### src/rtl/type_pkg.sv
// type_pkg: shared types for the read-response path.
//   burst_size_t  - encoded read burst size (1/2/4/8 bytes)
//   resp_state_t  - read_response_assembler FSM states
//   beat_count()  - number of data bytes (beats) for a burst size
//   byte_mask()   - 64-bit mask keeping only the bytes of a burst size
package type_pkg;

    typedef enum logic [1:0] {
        ONE_BYTE    = 2'd0,
        TWO_BYTES   = 2'd1,
        FOUR_BYTES  = 2'd2,
        EIGHT_BYTES = 2'd3
    } burst_size_t;

    typedef enum logic [1:0] {
        IDLE    = 2'd0,
        COLLECT = 2'd1,
        EMIT    = 2'd2
    } resp_state_t;

    function automatic logic [3:0] beat_count(input burst_size_t size);
        return 4'd1 << size;
    endfunction

    function automatic logic [63:0] byte_mask(input burst_size_t size);
        logic [63:0] mask;
        mask = '0;
        case (size)
            ONE_BYTE:    mask = 64'h0000_0000_0000_00FF;
            TWO_BYTES:   mask = 64'h0000_0000_0000_FFFF;
            FOUR_BYTES:  mask = 64'h0000_0000_FFFF_FFFF;
            EIGHT_BYTES: mask = '1;
            default:     mask = '0;
        endcase
        return mask;
    endfunction

endpackage

### src/rtl/sync_fifo.sv
// sync_fifo: generic synchronous show-ahead FIFO.
//   clk, n_rst       - clock, asynchronous active-low reset
//   push, push_data  - write request and data (accepted when not full,
//                      or when full with a same-cycle pop)
//   pop              - read request (ignored when empty)
//   pop_data         - head entry, valid while !empty
//   full, empty      - occupancy flags
module sync_fifo #(
    parameter int WIDTH = 8,
    parameter int DEPTH = 4
) (
    input  logic             clk,
    input  logic             n_rst,
    input  logic             push,
    input  logic [WIDTH-1:0] push_data,
    input  logic             pop,
    output logic [WIDTH-1:0] pop_data,
    output logic             full,
    output logic             empty
);

    localparam int AW = (DEPTH > 1) ? $clog2(DEPTH) : 1;
    localparam int CW = $clog2(DEPTH + 1);

    logic [WIDTH-1:0] mem [DEPTH];
    logic [AW-1:0]    wr_ptr;
    logic [AW-1:0]    rd_ptr;
    logic [CW-1:0]    count;
    logic             do_push;
    logic             do_pop;

    assign full     = (count == CW'(DEPTH));
    assign empty    = (count == '0);
    assign do_pop   = pop && !empty;
    assign do_push  = push && (!full || do_pop);
    assign pop_data = mem[rd_ptr];

    always_ff @(posedge clk or negedge n_rst) begin
        if (!n_rst) begin
            for (int unsigned i = 0; i < DEPTH; i++) begin
                mem[i] <= '0;
            end
            wr_ptr <= '0;
            rd_ptr <= '0;
            count  <= '0;
        end else begin
            if (do_push) begin
                mem[wr_ptr] <= push_data;
                wr_ptr      <= (wr_ptr == AW'(DEPTH - 1)) ? '0 : wr_ptr + 1'b1;
            end
            if (do_pop) begin
                rd_ptr <= (rd_ptr == AW'(DEPTH - 1)) ? '0 : rd_ptr + 1'b1;
            end
            case ({do_push, do_pop})
                2'b10:   count <= count + 1'b1;
                2'b01:   count <= count - 1'b1;
                default: count <= count;
            endcase
        end
    end

endmodule

### src/rtl/read_response_assembler.sv
// read_response_assembler: pairs issued read tags with their returning data
// (byte-serial DDR beats or a single RAW-forwarded word) and queues the
// assembled responses for the consumer.
//   clk, n_rst                          - clock, asynchronous active-low reset
//   tid_strobe, tid_pop,
//   rburst_size_pop, tag_raw            - tag push (id, burst size, RAW flag)
//   ddr_rvalid, ddr_rdata               - one DDR data byte per valid cycle
//   raw_valid, raw_data                 - forwarded write data, right-aligned
//   resp_valid, resp_ready              - response handshake
//   resp_tid, resp_data, resp_size      - response contents
//   pend_full                           - pending-tag queue full
//   resp_err                            - one-cycle pulse on a protocol error
module read_response_assembler
    import type_pkg::*;
#(
    parameter int TID_SIZE   = 2,
    parameter int PEND_DEPTH = 8,
    parameter int RESP_DEPTH = 4
) (
    input  logic                clk,
    input  logic                n_rst,
    input  logic                tid_strobe,
    input  logic [TID_SIZE-1:0] tid_pop,
    input  burst_size_t         rburst_size_pop,
    input  logic                tag_raw,
    input  logic                ddr_rvalid,
    input  logic [7:0]          ddr_rdata,
    input  logic                raw_valid,
    input  logic [63:0]         raw_data,
    input  logic                resp_ready,
    output logic                resp_valid,
    output logic [TID_SIZE-1:0] resp_tid,
    output logic [63:0]         resp_data,
    output burst_size_t         resp_size,
    output logic                pend_full,
    output logic                resp_err
);

    localparam int PW = TID_SIZE + 3;
    localparam int RW = TID_SIZE + 66;

    resp_state_t         state;
    logic [TID_SIZE-1:0] wk_tid;
    burst_size_t         wk_size;
    logic                wk_raw;
    logic [2:0]          beat_cnt;
    logic [63:0]         acc;

    logic [PW-1:0] pend_head;
    logic          pend_empty;
    logic          pend_pop;
    logic [RW-1:0] resp_head;
    logic          resp_full;
    logic          resp_empty;
    logic          resp_push;
    logic          resp_pop;
    logic          emit_ok;
    logic          pend_drop;
    logic          data_err;
    logic          last_beat;

    assign pend_pop  = (state == IDLE) && !pend_empty;
    assign pend_drop = tid_strobe && pend_full && !pend_pop;

    sync_fifo #(
        .WIDTH (PW),
        .DEPTH (PEND_DEPTH)
    ) u_pend_fifo (
        .clk       (clk),
        .n_rst     (n_rst),
        .push      (tid_strobe),
        .push_data ({tid_pop, rburst_size_pop, tag_raw}),
        .pop       (pend_pop),
        .pop_data  (pend_head),
        .full      (pend_full),
        .empty     (pend_empty)
    );

    assign resp_valid = !resp_empty;
    assign resp_pop   = resp_valid && resp_ready;
    assign resp_push  = (state == EMIT);
    // A full response FIFO still takes the push when the consumer pops in
    // the same cycle, so EMIT only stalls when no slot frees up.
    assign emit_ok    = !resp_full || resp_pop;

    sync_fifo #(
        .WIDTH (RW),
        .DEPTH (RESP_DEPTH)
    ) u_resp_fifo (
        .clk       (clk),
        .n_rst     (n_rst),
        .push      (resp_push),
        .push_data ({wk_tid, acc, wk_size}),
        .pop       (resp_pop),
        .pop_data  (resp_head),
        .full      (resp_full),
        .empty     (resp_empty)
    );

    assign resp_tid  = resp_head[RW-1:66];
    assign resp_data = resp_head[65:2];
    assign resp_size = burst_size_t'(resp_head[1:0]);

    assign last_beat = ({1'b0, beat_cnt} + 4'd1) == beat_count(wk_size);

    // Data on the wrong path, data with nothing to attach it to, or DDR
    // beats while the previous response is still waiting to be queued.
    always_comb begin
        data_err = 1'b0;
        case (state)
            IDLE:    data_err = pend_empty && (ddr_rvalid || raw_valid);
            COLLECT: data_err = wk_raw ? ddr_rvalid : raw_valid;
            EMIT:    data_err = ddr_rvalid;
            default: data_err = 1'b0;
        endcase
    end

    always_ff @(posedge clk or negedge n_rst) begin
        if (!n_rst) begin
            state    <= IDLE;
            wk_tid   <= '0;
            wk_size  <= ONE_BYTE;
            wk_raw   <= 1'b0;
            beat_cnt <= '0;
            acc      <= '0;
            resp_err <= 1'b0;
        end else begin
            resp_err <= pend_drop || data_err;
            case (state)
                IDLE: begin
                    if (!pend_empty) begin
                        wk_tid   <= pend_head[PW-1:3];
                        wk_size  <= burst_size_t'(pend_head[2:1]);
                        wk_raw   <= pend_head[0];
                        beat_cnt <= '0;
                        acc      <= '0;
                        state    <= COLLECT;
                    end
                end
                COLLECT: begin
                    if (wk_raw) begin
                        if (raw_valid) begin
                            acc   <= raw_data & byte_mask(wk_size);
                            state <= EMIT;
                        end
                    end else if (ddr_rvalid) begin
                        acc[{beat_cnt, 3'b000} +: 8] <= ddr_rdata;
                        beat_cnt <= beat_cnt + 3'd1;
                        if (last_beat) begin
                            state <= EMIT;
                        end
                    end
                end
                EMIT: begin
                    if (emit_ok) begin
                        state <= IDLE;
                    end
                end
                default: state <= IDLE;
            endcase
        end
    end

endmodule

### config.mk
export PLATFORM = sky130hd
export DESIGN_NAME = read_response_assembler
export DESIGN_NICKNAME = d
export VERILOG_FILES = /design/src/rtl/type_pkg.sv /design/src/rtl/sync_fifo.sv /design/src/rtl/read_response_assembler.sv
export SDC_FILE = /design/constraint.sdc
export NUM_CORES = 1
export LEC_CHECK = 0
export ABC_AREA = 1
export CAP_MARGIN = 5
export CORE_MARGIN = 5
export CORE_UTILIZATION = 30
export CTS_BUF_LIST = sky130_fd_sc_hd__clkbuf_8
export DETAILED_ROUTE_END_ITERATION = 12
export HOLD_SLACK_MARGIN = 0.08
export PLACE_DENSITY = 0.55
export SLEW_MARGIN = 20
export SYNTH_ARGS = -nofsm -noshare
export SYNTH_HDL_FRONTEND = slang
export SYNTH_SLANG_ARGS = --single-unit
### constraint.sdc
create_clock -name clk -period 2.13 [get_ports clk]
set_input_delay 0.5325 -clock clk [delete_from_list [all_inputs] [get_ports clk]]
set_output_delay 0.5325 -clock clk [all_outputs]
set_load 0.005 [all_outputs]
Yosys cells after proc, flatten, opt, wreduce, memory -nomap -nowiden. Index checks and enable logic that the tools add are counted.

Output and inout bits: 71. Flip-flop bits (word level): 404. Word-level logic and storage cells: 147. Bits of input ports: 83.

Shift operators: 3. Mux-type cells: 41. Reduce and logical (&&, ||, !) cells: 32. Bitwise gates (word level): 6. Equal/unequal tests: 23. $add $sub $neg: 11. Order comparisons: 6.

Operators with widths (number): 64-bit 2-to-1 mux (7); 272-bit bitwise mux (1); 64-bit case mux with 4 select lines (1); 68-bit 2-to-1 mux (3); 68-bit binary-select mux with 2-bit select (1); 68-bit demux with 2-bit select (1); 64-bit case mux with 2 select lines (1); 64-bit AND (1); 64-bit bitwise mux (1); 8-bit by 8-bit variable shift with 64-bit output, first input constant (1); 8-bit by 8-bit variable part select with 64-bit output (1); 40-bit bitwise mux (1); 2-bit 2-to-1 mux (8); 5-bit binary-select mux with 3-bit select (1); 5-bit demux with 3-bit select (1); 3-bit 2-to-1 mux (5); 5-bit 2-to-1 mux (3); 2-bit == test, second input constant (7); 3-bit by 1-bit adder with 3-bit output, second input constant (4); 3-bit case mux with 2 select lines (2); 1-bit logical AND (11); 3-bit == test, second input constant (3); 3-bit != test, second input constant (3); 2-bit by 1-bit == test with 1-bit output, second input constant (4); 30 further kinds (50).

Logic depth before layout (Yosys ltp). Gate-level depths: netlist of run 1.

Depth after elaboration: 9. Mapped depth: 13. Mapped depth without buffers: 13.

Modules after synthesis. From an unflattened synthesis of run 1, not the netlist that was laid out.

Cell total of the unflattened synthesis: 2619. Area, all modules: 20784.9 um2.

By module, submodules not included: sync_fifo at u_resp_fifo (area an instance 13720.7 um2, seq. area each 6981.7 um2, cells each 1647, instances 1); read_response_assembler (area an instance 4294.1 um2, seq. area each 1876.8 um2, cells each 608, instances 1); sync_fifo at u_pend_fifo (area an instance 2770.2 um2, seq. area each 1251.2 um2, cells each 364, instances 1).

Worst setup path before layout of run 1. Ideal clock, no wire load.

Path kind: flip-flop to flip-flop. Start point: register u_pend_fifo.count[1]. End point: register u_pend_fifo.count[2]. Clock period less this slack: 2226 ps. Data required time: 2011 ps. Data arrival time: 2107 ps. Setup time: 119 ps. Stages on the path, launching flop included: 13. Path buffers: 1. Slack: -96 ps. Cell sequence: dfrtp_1 -> nor2_1 -> nand3_1 -> nand2_1 -> buf_2 -> clkinv_1 -> ha_1 -> xor2_1 -> ha_1 -> a21oi_1 -> a21oi_1 -> o21ai_0 -> o21a_1.

Cells in the longest elaborated chain, start to end: 8. Elaborated cells between the ends (all ways): 14. Classes of those cells: 2 x add/sub; 3 x eq/ne; 1 x mux; 8 x reduce/logical.

Ends and longest elaborated chain: start: declaration (RTL line sync_fifo.sv:28) `logic [CW-1:0] count;`; start signal: assignment (RTL line sync_fifo.sv:55) `2'b10: count <= count + 1'b1;`; start signal: assignment (RTL line sync_fifo.sv:56) `2'b01: count <= count - 1'b1;`; start signal: assignment (RTL line sync_fifo.sv:57) `default: count <= count;`; 4-bit zero test (*) (RTL line sync_fifo.sv:33) `assign empty = (count == '0);`; 1-bit zero test (*) (RTL line read_response_assembler.sv:62) `assign pend_pop = (state == IDLE) && !pend_empty;`; 1-bit logical AND (*) (RTL line read_response_assembler.sv:62); named net pend_pop (RTL line read_response_assembler.sv:51) `logic pend_pop;`; 1-bit logical AND (*) (RTL line sync_fifo.sv:34) `assign do_pop = pop && !empty;`; 1-bit logical OR (RTL line sync_fifo.sv:35) `assign do_push = push && (!full || do_pop);`; 1-bit logical AND (RTL line sync_fifo.sv:35); 2-bit by 1-bit == test with 1-bit output or 2-bit == test (tied branches) (RTL line sync_fifo.sv:54) `case ({do_push, do_pop})`; 4-bit case mux with 2 select lines or 2-bit nonzero test (tied branches).

Mark *: on every way through the listed nets, which the timed path passes. The rest lies on a longest branch. A chain may end at the register's enable or synchronous reset.

Final worst setup path of run 1.
Start point: register u_resp_fifo.rd_ptr[0]. End point: output port resp_data[27].

Cells in the longest elaborated chain, start to end: 4.

Ends and longest elaborated chain: start: declaration (RTL line sync_fifo.sv:27) `logic [AW-1:0] rd_ptr;`; start signal: assignment (RTL line sync_fifo.sv:52) `rd_ptr <= (rd_ptr == AW'(DEPTH - 1)) ? '0 : rd_ptr + 1'b1;`; 2-bit NOT with 3-bit output (not written as such) (RTL line sync_fifo.sv:36) `assign pop_data = mem[rd_ptr];`; 68-bit binary-select mux with 2-bit select (RTL line sync_fifo.sv:36); 68-bit 2-to-1 mux (not written as such) (2 in series) (RTL line sync_fifo.sv:36); end: declaration (RTL line read_response_assembler.sv:33) `output logic [63:0] resp_data,`.

No other way between the ends. The select of a mux whose other input is x is not followed.

==> impl_metrics.json, run 1 <==
{
  "status": "finished with violations",
  "violations": "setup timing",
  "antenna_found_initial": 0,
  "path_cells": "buf_12 > buf_8 > clkbuf_16 > o21ai_2 > o22ai_2 > buf_2",
  "cts_made_buffers": 77,
  "synth_area_per_cell_um2": 9.331,
  "setup_violations": 68,
  "tightest_slew_ns": 0.6386,
  "rows": 93,
  "grt_pass1_wl_um": 94400,
  "cts.sinks": 404,
  "required_ns": 1.60,
  "power_switching_mw": 16.72,
  "grt_pass1_vias": 16240,
  "crit_buf_inv": 4,
  "synth_top_area_share_pct": 52.21,
  "powerDensity_nw_per_um2": 1605,
  "drc": 0,
  "timing.slew.headroom_pct": 57.43,
  "io_pins": 154,
  "cp_slowest_cell": "dfrtp_4",
  "drt_iter0_markers": 1003,
  "cp.arrival_ns": 2.11,
  "cts_buffer_depth": 3,
  "fin_nets": 2451,
  "initial_core_util_pct": 30.14,
  "clk_latency_ns": 0.66,
  "p_leak_nw": 11.45,
  "timing.hold.ws_ns": 0.3007,
  "ir_drop_uv": 554.9,
  "yosysSeqAreaShare_pct": 52.21,
  "yosysUniqueCellTypes": 40,
  "rsz0062_at_grt": "yes",
  "path_clk_slew_ns": 0.06,
  "cts_tree": "done",
  "ys.flop_type": "dfrtp_1",
  "fin_skew_ns": 0.02988,
  "synth_seq_cells": 404,
  "hp-class": "in2async",
  "comb_power_share_pct": 49.4,
  "area_growth_syn_to_layout_pct": 33.12,
  "drv_slew": 0,
  "multi_input_area_um2": 9179,
  "postSynth.asyncResetShare_pct": 100.0,
  "core_region_area_um2": 64230,
  "cp-end-kind": "output pin",
  "synth.net_count": 2176,
  "die_x_um": 264.1,
  "power_frac_clock_pct": 18.9,
  "power.internal_mw": 24.66,
  "criticalPathCategory": "reg2out",
  "avgRoutedWirePerCell_um": 19.15,
  "synth_top_cells_by_count": "nand2_1 (412), dfrtp_1 (404), o21ai_0 (279)",
  "synth.area.top_cells": "dfrtp_1 (52%), nand2_1 (8.0%), mux2_2 (7.8%)",
  "htree_levels": 3,
  "dieArea_um2": 69720,
  "setup_ws_ns": -0.5089,
  "yosysWarningCount": 0,
  "register_area_um2": 10120,
  "drive_gt1_share_pct": 29.21,
  "period_share_pct": 123.9,
  "cpPeakStageDelay_ns": 0.57,
  "yosysTopAreaCell": "dfrtp_1",
  "cap_violations": 0,
  "firstDrtPassIters": 7,
  "finalHoldViolCount": 0,
  "period_needed_ns": 2.639,
  "vias_per_cell": 4.983,
  "ant_nets": 0,
  "swShare_pct": 40.40,
  "cts_root_buf": "clkbuf_8",
  "power.total_mw": 41.38,
  "cpLargestDelayFamily": "buffers and inverters",
  "gp_congestion": 0.8771,
  "dp_hpwl_um": 42190,
  "synth_cells": 2075,
  "crit_fanout": 7,
  "antennaDiodeCount": 0,
  "portBuffers": 153,
  "grt_max_degree": 90,
  "drt_wl_total_um": 62390,
  "yosysMostFrequentCell": "nand2_1",
  "track_usage_pct": 17.15,
  "synth-edff-count": 0,
  "n_fill_cell": 6368,
  "vias": 16240,
  "die_h_um": 264.1,
  "start_kind": "flip-flop",
  "p_seq_share_pct": 31.7,
  "fmax_mhz": 378.9,
  "syn_area_um2": 19360,
  "grt_overflow": 0
}
-- flip-flops by register name, indices dropped and copies added (netlist names) --
register / flops
u_pend_fifo.wr_ptr: 3
wk_raw: 1
u_resp_fifo.count: 3
state: 2
wk_size: 2
resp_err: 1
u_pend_fifo.rd_ptr: 3
beat_cnt: 3
u_resp_fifo.rd_ptr: 2
u_resp_fifo.wr_ptr: 2
wk_tid: 2
u_pend_fifo.count: 4
u_resp_fifo.mem: 272
u_pend_fifo.mem: 40
acc: 64
-- logic make-up after synthesis --
group | synth area share, %
multiplexers | 7.910
flip-flops | 52.21
XOR/XNOR | 0.2715
AO/OA/AOI/OAI | 18.69
buffers and inverters | 4.989
adder cells (fa/ha/maj) | 1.202
AND/OR/NAND/NOR | 14.72
-- layout by cell type (no fill, tap or decap), drive strengths merged --
master,count
a21oi,54
dlygate4sd3,1
bufinv,2
nand4,12
buf,225
mux2,136
o21a,145
o31ai,8
clkinvlp,2
nor3,4
dfrtp,404
a21boi,9
a22oi,8
nand2,419
xor2,3
nand3,45
clkdlybuf4s50,82
clkdlybuf4s15,2
inv,104
nor2,215
o22ai,76
o21ai,287
xnor2,3
fa,1
clkinv,12
clkbuf,114
bufbuf,1
o211ai,12
ha,17
-- final cells by class --
type	instances	area share, %
Timing Repair inverter	1	0.03398
Tap cell	855	4.150
Sequential cell	404	39.25
Timing Repair Buffer	326	13.55
Clock buffer	99	5.286
Multi-Input combinational cell	1454	35.61
Clock inverter	33	0.7912
Inverter	86	1.330
-- timing repair --
action	CTS	global route
hold buffers	1	0
endpoints found under the hold margin	168	0
cloned	7	8
setup endpoints to repair	72	120
setup buffers	18	10
resized for setup	382	280
pin swaps	37	64
-- worst register-to-register path, cell delays in order (launching register included) --
cell and delay (ns):
dfrtp_1 0.35, inv_1 0.06, ha_1 0.20, ha_1 0.33, clkinvlp_4 0.18, nand3_4 0.12, nor2_4 0.14, nor3_4 0.06
buf_12 0.14, nor2_4 0.19, nand2_1 0.10, nand2_1 0.07
-- layer usage --
layer  vias to the layer above  part of all wire (%)  track usage, %
met3                       113                   6.1           4.182
met2                       406                    47           27.50
met1                      8088                    44           23.00
met5                         -                     0               0
met4                         0                   2.8           5.469
li1                       7628                     -               -
-- metrics by stage --
stage	utilization [%]	setup WS, ns	cell area, µm²	TNS, ns	instances
floorplan	-	-0.0004565	19360	-0.003649	2075
global placement	35.70	-0.4724	22930	-64.65	3094
detailed placement	35.70	-0.4045	22930	-67.86	3094
CTS	39.07	-0.6326	25100	-35.23	3246
global route	40.13	-0.6017	25780	-35.15	3258
finish	40.13	-0.5089	25780	-29.12	3258
-- worst paths after layout --
path | endpoint | depth (start not counted) | slack, ns | startpoint
worst min-delay path | beat_cnt[2] | 2 | 0.30 | n_rst
worst max-delay path | resp_data[27] | 6 | -0.51 | u_resp_fifo.rd_ptr[0]
worst max register to register | acc[2] | 11 | 0.11 | beat_cnt[1]
min in group clk | u_pend_fifo.count[3] | 2 | 0.48 | u_pend_fifo.count[3]
worst min register to register | u_pend_fifo.count[3] | 2 | 0.48 | u_pend_fifo.count[3]
max in group asynchronous | u_resp_fifo.mem[236] | 4 | 0.98 | n_rst
-- power groups by stage --
| stage | Sequential [mW] | Combinational [mW] | Clock [mW] |
|---|---|---|---|
| 2_1_floorplan | 12.2 | 10.5 | 0 |
| 3_3_place_gp | 12.7 | 17.7 | 0 |
| 3_5_place_dp | 12.9 | 18.1 | 0 |
| 4_1_cts | 12.9 | 19.1 | 8.03 |
| 5_1_grt | 13.5 | 22.3 | 8.42 |
| 6_report | 13.1 | 20.4 | 7.81 |
No activity file was read; power rests on OpenSTA's default activity.
==> inputs of run 2 (changes only) <==
==> constraint.sdc (replaced) <==
create_clock -name clk -period 2.13 [get_ports clk]
set_input_delay 0.3195 -clock clk [delete_from_list [all_inputs] [get_ports clk]]
set_output_delay 0.3195 -clock clk [all_outputs]
set_load 0.005 [all_outputs]
==> run 2 against run 1 <==
The flow still finishes with violations (setup timing); count of clock-buffer cells in the layout is 2 lower; flip-flop and latch count did not move; sequential power about the same; non-clock buffer count up 16; cell area rose by 3.9%; clock skew is 0.011 ns higher; clock power is 3.1% lower; routed wire length grew 6.3%; total power up 5.8%; register-to-register slack worse by 0.02 ns; global-route usage grew 1.1 points; critical path type unchanged; largest cell class unchanged.
==> impl_metrics.json, run 2 (same netlist as run 1, synthesis figures left out) <==
{
  "status": "finished with violations",
  "violations": "setup timing",
  "gp_congestion": 0.8735,
  "clk_latency_ns": 0.67,
  "setup_ws_ns": -0.2941,
  "cp-end-kind": "output pin",
  "mostFrequentLayoutCells": "nand2_1 (410), dfrtp_1 (400), o21a_1 (145)",
  "drt_wl_total_um": 66320,
  "fin_cells": 3273,
  "core_region_area_um2": 64230,
  "p_leak_nw": 11.72,
  "htree_levels": 3,
  "multi_input_area_um2": 9689,
  "vias_per_cell": 5.057,
  "cpPeakStageDelay_ns": 0.53,
  "crit_buf_inv": 5,
  "final.setup.tns_ns": -13.27,
  "criticalPathCategory": "reg2out",
  "cap_violations": 0,
  "reg_top3": "u_resp_fifo.mem (272), acc (64), u_pend_fifo.mem (40)",
  "ant_nets": 0,
  "path_clk_slew_ns": 0.05,
  "cts_root_buf": "clkbuf_8",
  "start_kind": "flip-flop",
  "vias": 16550,
  "place_area_um2": 22740,
  "die_h_um": 264.1,
  "antennaDiodeCount": 0,
  "largest_register_ffs": 272,
  "fin_skew_ns": 0.04100,
  "power.total_mw": 43.76,
  "ir_drop_uv": 596.5,
  "cp_slowest_cell": "dfrtp_4",
  "critPathMostFrequentCell": "buf_12",
  "path_cells": "buf_12 > buf_12 > buf_16 > buf_4 > nor2_4 > o22ai_4 > buf_2",
  "rsz0062_at_grt": "yes",
  "required_ns": 1.81,
  "register_area_um2": 10120,
  "cts_tree": "done",
  "grt_pass1_vias": 16820,
  "dp_cells": 3067,
  "cts_made_buffers": 75,
  "avgRoutedWirePerCell_um": 20.26,
  "io_pins": 154,
  "track_usage_pct": 18.24,
  "drt_iter0_markers": 1227,
  "drc": 0,
  "post-route-util_pct": 41.68,
  "n_fill_cell": 6249,
  "dieArea_um2": 69720,
  "drv_slew": 0,
  "die_x_um": 264.1,
  "dp_hpwl_um": 41840,
  "cp.arrival_ns": 2.10,
  "finalHoldViolCount": 0,
  "antenna_found_initial": 1,
  "period_needed_ns": 2.424,
  "largest-register": "u_resp_fifo.mem",
  "period_share_pct": 113.8,
  "setup_violations": 68,
  "tightest_slew_ns": 0.6671,
  "timing.slew.headroom_pct": 55.48,
  "layout_commonest_cell": "nand2_1",
  "initial_core_util_pct": 30.14,
  "drive_gt1_share_pct": 32.22,
  "grt_overflow": 0,
  "powerDensity_nw_per_um2": 1635,
  "hp-class": "in2async",
  "portBuffers": 153,
  "firstDrtPassIters": 5,
  "cts_buffer_depth": 3,
  "grt_pass1_wl_um": 100100,
  "crit_fanout": 7,
  "cpLargestDelayFamily": "buffers and inverters",
  "fin_area_um2": 26770,
  "grt_max_degree": 64,
  "rows": 93,
  "area_growth_syn_to_layout_pct": 38.26,
  "cts.sinks": 404,
  "fin_nets": 2464,
  "fmax_mhz": 412.5
}
==> run 2: worst paths after layout <==
check,slack [ns],to,cells after the start,from
hold reg to reg,0.48,u_pend_fifo.count[3],2,u_pend_fifo.count[3]
min in group clk,0.37,acc[33],5,raw_data[33]
hold / removal,0.19,acc[34],2,n_rst
setup / recovery,-0.29,resp_data[23],7,u_resp_fifo.rd_ptr[0]
max in group asynchronous,1.17,u_pend_fifo.count[0],4,n_rst
setup reg to reg,0.09,acc[16],9,beat_cnt[1]
==> run 2: power by group <==
part,switching (mW),total [mW],internal [mW]
Combinational,12.1,22.8,10.7
Clock,3.37,7.57,4.19
Sequential,2.49,13.4,10.9
==> run 2: metrics by stage <==
step | hold slack, ns | setup WS, ns
global placement | 0.2829 | -0.2191
finish | 0.1903 | -0.2941
floorplan | 0.02391 | -0.0004565
detailed placement | 0.2860 | -0.1520
global route | 0.1952 | -0.3505
CTS | 0.1444 | -0.3407
==> run 2: layer usage <==
metal / vias up / track usage, % / wire length [µm]
met5: - / 0 / 0
met4: 0 / 5.580 / 1752
met3: 92 / 3.707 / 4197
met2: 496 / 29.60 / 31400
met1: 8286 / 24.74 / 28970
li1: 7678 / - / -
==> run 2: timing repair <==
item	in CTS	in global routing
buffers inserted	34	18
endpoints found under the setup margin	70	124
pin swaps	98	72
gates cloned	21	7
hold buffers	1	0
resized for setup	652	160
endpoints found under the hold margin	322	0
==> run 2: cell type report <==
class	instances	share of cell area [%]
Sequential cell	404	37.79
Multi-Input combinational cell	1454	36.19
Timing Repair Buffer	342	15.04
Clock buffer	97	4.987
Tap cell	855	3.996
Inverter	86	1.290
Clock inverter	35	0.6964
==> run 2: worst reg2reg max path, stage by stage (launching register included) <==
cell and delay, ns:
dfrtp_1 0.35, inv_1 0.07, ha_1 0.20, ha_1 0.35, clkinvlp_4 0.20, nor2_4 0.17
nand2_2 0.16, a21oi_4 0.29, nand3_1 0.10, nand2_1 0.08
==> inputs of run 3 (changes only) <==
- CORE_UTILIZATION: 30 -> 35
- PLACE_DENSITY: 0.55 -> 0.61
==> run 3 against run 2 <==
The run still ends with setup timing left; combinational power is essentially flat; largest power group unchanged; first-iteration DRC count grew 28%; non-clock buffer count shrank 14; sequential share of layout area grew 0.48 points; maximum frequency is essentially flat; utilization grew 6.4 points; highest routed layer is now met5; flip-flop and latch count is the same; worst setup slack lost 0.0019 ns.
==> impl_metrics.json, run 3 (same netlist as run 1, synthesis figures left out) <==
{
  "drc": 0,
  "setup_ws_ns": -0.2960,
  "io_pins": 154,
  "crit_fanout": 6,
  "fin_cells": 3152,
  "firstDrtPassIters": 6,
  "dieArea_um2": 60130,
  "period_share_pct": 113.9,
  "cts_tree": "done",
  "criticalPathCategory": "reg2out",
  "n_fill_cell": 5023,
  "htree_levels": 3,
  "cts_buffer_depth": 3,
  "powerDensity_nw_per_um2": 1651,
  "mostFrequentLayoutCells": "nand2_1 (412), dfrtp_1 (401), o21ai_0 (158)",
  "hp-class": "in2async",
  "die_x_um": 245.2,
  "cts_made_buffers": 74,
  "drt_iter0_markers": 1568,
  "start_kind": "flip-flop",
  "avgRoutedWirePerCell_um": 21.48,
  "cts.sinks": 404,
  "tightest_slew_ns": 0.7596,
  "busiest_layer": "met2",
  "core_region_area_um2": 54990,
  "gp_congestion": 0.8833,
  "required_ns": 1.81,
  "track_usage_pct": 21.88,
  "rsz0062_at_grt": "yes",
  "dp_hpwl_um": 39670,
  "fin_skew_ns": 0.04330,
  "largest_register_ffs": 272,
  "cp.arrival_ns": 2.11,
  "vias_per_cell": 5.355,
  "largest-register": "u_resp_fifo.mem",
  "grt_overflow": 0,
  "antenna_found_initial": 6,
  "finalHoldViolCount": 0,
  "dp_cells": 2951,
  "rrSetupSlack_ns": 0.15,
  "drv_slew": 0,
  "rows": 86,
  "final.setup.tns_ns": -15.82,
  "cap_violations": 0,
  "area_growth_syn_to_layout_pct": 36.52,
  "grt_pass1_vias": 16790,
  "drive_gt1_share_pct": 31.28,
  "period_needed_ns": 2.426,
  "timing.hold.ws_ns": 0.2171,
  "vias": 16880,
  "fmax_mhz": 412.2,
  "ant_nets": 0,
  "initial_core_util_pct": 35.21,
  "fin_nets": 2451,
  "cts_root_buf": "clkbuf_8",
  "violations": "setup timing",
  "grt_use_met1_pct": 29.37,
  "grt_max_degree": 76,
  "drt_wl_total_um": 67700,
  "ir_drop_uv": 714.1,
  "use_met3_pct": 6.130,
  "grt_pass1_wl_um": 101300,
  "fin_area_um2": 26430,
  "path_clk_slew_ns": 0.06,
  "clk_latency_ns": 0.66,
  "cp-end-kind": "output pin",
  "global_route.usage.met2_pct": 33.59,
  "reg_top3": "u_resp_fifo.mem (272), acc (64), u_pend_fifo.mem (40)",
  "layout_commonest_cell": "nand2_1",
  "timing.slew.headroom_pct": 49.24,
  "portBuffers": 153,
  "setup_violations": 68,
  "status": "finished with violations",
  "p_leak_nw": 11.69,
  "die_h_um": 245.2,
  "antennaDiodeCount": 0,
  "place_area_um2": 22470
}
-- run 3: layout make-up --
type,instances,area (µm²),area share [%]
Clock inverter,45,261.5,0.9893
Timing Repair inverter,1,16.27,0.06153
Timing Repair Buffer,328,4024,15.22
Inverter,86,341.6,1.292
Tap cell,748,935.9,3.540
Sequential cell,404,10120,38.27
Multi-Input combinational cell,1455,9569,36.20
Clock buffer,85,1170,4.426
-- run 3: path summary, 6_finish.rpt --
check	startpoint	to	cells past startpoint
max in group asynchronous	n_rst	u_pend_fifo.mem[35]	3
hold reg to reg	u_pend_fifo.mem[30]	u_pend_fifo.mem[30]	2
setup / recovery	u_resp_fifo.rd_ptr[0]	resp_data[37]	8
setup reg to reg	u_resp_fifo.count[1]	u_resp_fifo.count[2]	10
min in group clk	tid_strobe	resp_err	3
hold / removal	n_rst	u_resp_fifo.mem[54]	2
-- run 3: worst max-delay path, stage by stage (launching register included) --
cell and delay (ns):
dfrtp_4 0.52, buf_12 0.17, clkinv_8 0.07, buf_8 0.13, buf_16 0.14, buf_6 0.11, nor2_2 0.03, o22ai_2 0.16
buf_2 0.14
-- run 3: power by group --
| group | switching, mW | internal, mW | leakage (nW) |
|---|---|---|---|
| registers | 2.40 | 10.9 | 5.21 |
| clock network | 3.39 | 3.89 | 0.839 |
| logic | 12.3 | 10.7 | 5.64 |
| total | 18.1 | 25.5 | 11.7 |
-- run 3: what timing repair did --
action                                  in CTS  in global routing
hold buffers                                 1                  0
pin swaps                                   85                 56
endpoints found under the setup margin      76                 94
buffers inserted                            28                  8
resized for setup                          656                 96
hold endpoints to repair                   196                  0
gates cloned                                33                  7
-- run 3: layer usage --
metal | share of wire, % | vias to the layer above
met4 | 3.7 | 12
li1 | - | 7646
met1 | 43 | 8406
met2 | 45 | 666
met5 | 0.093 | -
met3 | 8.3 | 150
-- run 3: per-stage QoR --
step	utilization, %	worst slack (ns)	total power [mW]
3_3_place_gp	40.87	-0.2282	29.49
3_5_place_dp	40.87	-0.1153	30.00
2_1_floorplan	-	-0.0004565	22.66
4_1_cts	46.98	-0.3496	42.11
5_1_grt	48.07	-0.3735	46.30
6_report	48.07	-0.2960	43.64
